--- src/rtl/rv_pkg.sv ---
// rtl/rv_pkg.sv - shared RV64 integer datapath types and load encodings
package rv_pkg;

  localparam int XLEN = 64;

  typedef logic [4:0] reg_idx_t;

  localparam logic [2:0] F3_LB  = 3'b000;
  localparam logic [2:0] F3_LH  = 3'b001;
  localparam logic [2:0] F3_LW  = 3'b010;
  localparam logic [2:0] F3_LD  = 3'b011;
  localparam logic [2:0] F3_LBU = 3'b100;
  localparam logic [2:0] F3_LHU = 3'b101;
  localparam logic [2:0] F3_LWU = 3'b110;

endpackage

--- src/rtl/sync_fifo.sv ---
// rtl/sync_fifo.sv - synchronous FIFO with exposed head and occupancy count
module sync_fifo #(
  parameter int WIDTH = 8,
  parameter int DEPTH = 2,
  localparam int AW = $clog2(DEPTH)
) (
  input  logic             clk,
  input  logic             rst_n,
  input  logic             push,
  input  logic [WIDTH-1:0] push_data,
  input  logic             pop,
  output logic [WIDTH-1:0] head_data,
  output logic [AW:0]      count
);

  localparam logic [AW:0] FULL = (AW+1)'(DEPTH);

  logic [WIDTH-1:0] mem [DEPTH];
  logic [AW-1:0]    wr_ptr;
  logic [AW-1:0]    rd_ptr;
  logic             do_push;
  logic             do_pop;

  assign do_pop    = pop && (count != '0);
  assign do_push   = push && ((count != FULL) || do_pop);
  assign head_data = mem[rd_ptr];

  // Storage carries no reset: only the pointers and count define validity.
  always_ff @(posedge clk) begin
    if (do_push) begin
      mem[wr_ptr] <= push_data;
    end
  end

  always_ff @(posedge clk or negedge rst_n) begin
    if (!rst_n) begin
      wr_ptr <= '0;
      rd_ptr <= '0;
      count  <= '0;
    end else begin
      if (do_push) begin
        wr_ptr <= wr_ptr + 1'b1;
      end
      if (do_pop) begin
        rd_ptr <= rd_ptr + 1'b1;
      end
      case ({do_push, do_pop})
        2'b10:   count <= count + 1'b1;
        2'b01:   count <= count - 1'b1;
        default: count <= count;
      endcase
    end
  end

endmodule

--- src/rtl/writeback_unit.sv ---
// rtl/writeback_unit.sv - register file write port arbiter with load formatting and pending scoreboard
module writeback_unit #(
  parameter int XLEN          = rv_pkg::XLEN,
  parameter int EX_FIFO_DEPTH = 2
) (
  input  logic            clk,
  input  logic            rst_n,
  input  logic            ex_valid,
  output logic            ex_ready,
  input  logic [4:0]      ex_rd,
  input  logic [XLEN-1:0] ex_data,
  input  logic            mem_valid,
  input  logic [4:0]      mem_rd,
  input  logic [XLEN-1:0] mem_data,
  input  logic [2:0]      mem_off,
  input  logic [2:0]      mem_funct3,
  input  logic            iss_valid,
  input  logic [4:0]      iss_rd,
  input  logic [4:0]      rs1,
  input  logic [4:0]      rs2,
  output logic            busy_rs1,
  output logic            busy_rs2,
  output logic            rf_we,
  output logic [4:0]      rf_rd,
  output logic [XLEN-1:0] rf_write_data,
  output logic            load_fmt_err
);

  import rv_pkg::*;

  localparam int AW = $clog2(EX_FIFO_DEPTH);

  function automatic logic [XLEN-1:0] load_format(input logic [XLEN-1:0] data,
                                                  input logic [2:0] off,
                                                  input logic [2:0] funct3);
    logic [XLEN-1:0] s;
    s = data >> {off, 3'b000};
    case (funct3)
      F3_LB:   return {{(XLEN-8){s[7]}}, s[7:0]};
      F3_LH:   return {{(XLEN-16){s[15]}}, s[15:0]};
      F3_LW:   return {{(XLEN-32){s[31]}}, s[31:0]};
      F3_LD:   return s;
      F3_LBU:  return {{(XLEN-8){1'b0}}, s[7:0]};
      F3_LHU:  return {{(XLEN-16){1'b0}}, s[15:0]};
      F3_LWU:  return {{(XLEN-32){1'b0}}, s[31:0]};
      default: return '0;
    endcase
  endfunction

  logic [AW:0]        count;
  logic [XLEN+4:0]    head;
  logic               fifo_empty;
  logic               ex_acc;
  logic               bypass;
  logic               pop;
  logic               push;
  logic               win_valid;
  reg_idx_t           win_rd;
  logic [XLEN-1:0]    win_data;
  logic [31:0]        pending;
  logic [31:0]        pending_next;

  assign ex_ready   = count < (AW+1)'(EX_FIFO_DEPTH);
  assign fifo_empty = (count == '0);
  assign ex_acc     = ex_valid && ex_ready;
  assign bypass     = ex_acc && !mem_valid && fifo_empty;
  assign pop        = !mem_valid && !fifo_empty;
  assign push       = ex_acc && !bypass;

  sync_fifo #(
    .WIDTH (XLEN + 5),
    .DEPTH (EX_FIFO_DEPTH)
  ) u_ex_fifo (
    .clk       (clk),
    .rst_n     (rst_n),
    .push      (push),
    .push_data ({ex_rd, ex_data}),
    .pop       (pop),
    .head_data (head),
    .count     (count)
  );

  // Loads cannot be stalled, so they always win; queued ex beats keep order ahead of new ones.
  always_comb begin
    win_valid = 1'b0;
    win_rd    = '0;
    win_data  = '0;
    if (mem_valid) begin
      win_valid = 1'b1;
      win_rd    = mem_rd;
      win_data  = load_format(mem_data, mem_off, mem_funct3);
    end else if (!fifo_empty) begin
      win_valid = 1'b1;
      win_rd    = head[XLEN+4:XLEN];
      win_data  = head[XLEN-1:0];
    end else if (bypass) begin
      win_valid = 1'b1;
      win_rd    = ex_rd;
      win_data  = ex_data;
    end
  end

  // Issue is applied after retire so a same-edge set of the same register survives.
  always_comb begin
    pending_next = pending;
    if (win_valid) begin
      pending_next[win_rd] = 1'b0;
    end
    if (iss_valid) begin
      pending_next[iss_rd] = 1'b1;
    end
    pending_next[0] = 1'b0;
  end

  always_ff @(posedge clk or negedge rst_n) begin
    if (!rst_n) begin
      rf_we         <= 1'b0;
      rf_rd         <= '0;
      rf_write_data <= '0;
      load_fmt_err  <= 1'b0;
      pending       <= '0;
    end else begin
      rf_we        <= win_valid && (win_rd != '0);
      load_fmt_err <= mem_valid && (mem_funct3 == 3'b111);
      pending      <= pending_next;
      if (win_valid && (win_rd != '0)) begin
        rf_rd         <= win_rd;
        rf_write_data <= win_data;
      end
    end
  end

  assign busy_rs1 = pending[rs1];
  assign busy_rs2 = pending[rs2];

endmodule

--- config.mk ---
export PLATFORM = sky130hd
export DESIGN_NAME = writeback_unit
export DESIGN_NICKNAME = d
export VERILOG_FILES = /design/src/rtl/rv_pkg.sv /design/src/rtl/sync_fifo.sv /design/src/rtl/writeback_unit.sv
export SDC_FILE = /design/constraint.sdc
export NUM_CORES = 1
export LEC_CHECK = 0
export ABC_AREA = 1
export CORE_MARGIN = 10
export CORE_UTILIZATION = 25
export DETAILED_ROUTE_END_ITERATION = 16
export PLACE_DENSITY = 0.54
export SYNTH_ARGS = -nofsm -noshare
export SYNTH_HDL_FRONTEND = slang
export SYNTH_SLANG_ARGS = --single-unit
export TNS_END_PERCENT = 30
--- constraint.sdc ---
create_clock -name clk -period 5.1 [get_ports clk]
set_input_delay 0.51 -clock clk [delete_from_list [all_inputs] [get_ports clk]]
set_output_delay 0.51 -clock clk [all_outputs]
set_load 0.005 [all_outputs]
==> out/metrics.csv <==
metric,value,unit
outcome,"finished, final reports clean",
max incr delay on CP,630,ps
post-cts sizing count,0,
most frequent cells in the layout,"400 x nand2_1, 277 x nor2_1, 234 x clkdlybuf4s50_1",
sequential share of the synthesized area,52.69,%
DRC,0,
HPWL after DPL,36750,µm
later-pin clock latency in the skew report,560,ps
Final setup viols,0,
vias,12250,
placed cells,2424,
required time of the critical path,5560,ps
Final Non-Filler Cells,2483,
clk root buf,clkbuf_16,
crit path buf inv count,2,
die area,61090,µm²
fillers,5375,
Crit Path Class,reg -> reg,
"EDFF count, synth",138,
gpl congestion,0.9226,
first-pass GRT wire length,75950,µm
post-DR wirelength/cell,20.55,µm
maximum VDD drop,284.7,µV
CTS tree,built,
CORE AREA,51200,µm²
Pre-antenna DRT Iters,5,
crit start category,flop,
IO Count,238,
RSZ-0062 raised after global routing,false,
chip width,247.2,µm
WL final,51020,µm
Crit. End Element,flop,
"Top FF cell, synth",edfxtp_1,
Synth-to-Final Area Change,30.02,%
worst min-delay path class,in -> async,
setup TNS,0,ps
GRT Total Usage,16.15,%
largest net degree at the start of global routing,76,
Cell Pwr Density,460.0,nW/µm²
clock tree buffer depth,3,
Worst Max-Slew Pin Slew,1119,ps
FP Rows,83,
DRT iter0 DRCs,1093,
Die Height,247.2,µm
share of cells above drive strength 1,5.624,%
Post-Syn Instances,1589,
cell repeated most along the worst path,nand2_1,
hold_buf cts,0,
critical path's slowest cell,dfrtp_2,
Detail Route Antenna Nets,0,
cts bufs inserted,28,
Layout Skew,30.13,ps
final hold vios,0,
vias in the first global route,12110,
Arrival @ worst endpoint,3900,ps
Post-Syn Nets,1753,
Max Freq,290.6,MHz
synth warn,0,
FF-to-FF Start,u_ex_fifo.rd_ptr,
static leakage,6.678,nW
I/O Buffers,237,
final hold slack,86.08,ps
nets@finish,1939,
worst-path cell chain,"inv_2, nand2_1, nand2_1, nand2_1, nand2_1, nor2_1, nand2_2, nor2_4, buf_4, nor2_1, a21oi_1",
crit path from,u_ex_fifo.rd_ptr,
Slew Limit Fails,0,
Tcrit/Tclk final,67.48,%
initial antenna violation count,9,
Max Cap Viol,0,
CTS clock-pin slew for the worst setup and hold paths,60,ps
Avg Vias per Cell,4.932,
Starting Density,25.20,%
"Core Util, Final",32.76,%
Slew HR,25.41,%
Netlist cell types,30,
#FFs+latches synth,244,
Post-CTS Setup Bufs,0,
CTS Sinks,244,
H-tree depth,1,
Crit path max-delay family,simple AND/OR/NAND/NOR gates,
ys async rst share,43.44,%
Period minus WS final,3441,ps
Mapped Area,12900,µm²
GRT overflow,0,
Avg Synthesized Cell Area,8.118,µm²
maximum fanout along the worst path,53,
"commonest non-fill, non-tap cell in the layout",nand2_1,
==> final timing paths <==
| check | endpoint | cells after the start | slack, ps |
|---|---|---|---|
| worst max-delay path | rf_write_data[17] | 11 | 1660 |
| worst min-delay path | rf_write_data[18] | 1 | 90 |
| worst max register to register | rf_write_data[17] | 11 | 1660 |
| worst min register to register | rf_rd[0] | 2 | 480 |
| max in group asynchronous | pending[31] | 2 | 3810 |
| min in group clk | load_fmt_err | 3 | 260 |
==> worst register-to-register path, delay by kind of cell, from the launching register on <==
kind	cells	cell delay [ps]
AO/OA/AOI/OAI	1	220
flip-flops	1	630
AND/OR/NAND/NOR	8	1620
buffers and inverters	2	910
==> cell usage after synthesis, types with 6 or more instances <==
library cell	instances	share of area (%)
nand2_1	400	12
nor2_1	280	8.1
o21ai_0	158	6.1
edfxtp_1	138	32
dfrtp_1	106	21
nand3_1	98	3.8
a21oi_1	75	2.9
clkbuf_1	63	1.8
o31ai_1	57	3.3
inv_1	51	1.5
o211ai_1	37	2.2
nand4_1	35	1.7
buf_2	22	0.85
or2_2	16	0.78
buf_1	10	0.29
o221ai_1	10	0.68
inv_2	9	0.26
buf_4	6	0.35
==> cell families after synthesis <==
family | share of synthesized area, %
compound gates | 15.40
xor+xnor | 0.1358
buf+inv | 5.102
flops | 52.69
simple gates | 26.67
==> report_power, final <==
| part | internal (mW) | switching [mW] |
|---|---|---|
| Sequential | 2.72 | 0.443 |
| Combinational | 1.10 | 1.54 |
| Clock | 1.13 | 0.790 |
==> layer usage <==
layer,up-vias,global-route usage [%],wire (µm),share of wire [%]
li1,5808,-,-,-
met1,5898,20.62,21590,42
met2,453,26.72,24260,48
met3,82,3.766,3806,7.5
met4,4,4.655,1334,2.6
met5,-,0,32,0.063
==> per-stage QoR <==
stage	worst slack (ps)	cell area [µm²]	total power, mW
floorplan	788.6	12900	4.400
global placement	1253	15850	5.826
detailed placement	1245	15850	5.855
CTS	1591	16730	7.814
global route	1355	16770	8.205
finish	1659	16770	7.715
==> state kept, by name (all words and copies together) (netlist names) <==
register,flops
rf_write_data,64
rf_rd,5
rf_we,1
u_ex_fifo.mem,138
u_ex_fifo.rd_ptr,1
u_ex_fifo.count,2
u_ex_fifo.wr_ptr,1
pending,31
load_fmt_err,1
==> area by class of cell <==
type	instances	area (µm²)	area share (%)
Clock inverter	5	25.02	0.1492
Inverter	61	229.0	1.365
Timing Repair Buffer	257	2530	15.08
Multi-Input combinational cell	1183	5473	32.63
Tap cell	680	850.8	5.073
Antenna cell	7	17.52	0.1044
Sequential cell	244	6798	40.53
Clock buffer	46	849.6	5.065
Note: power is estimated with default switching activity, not from simulation.
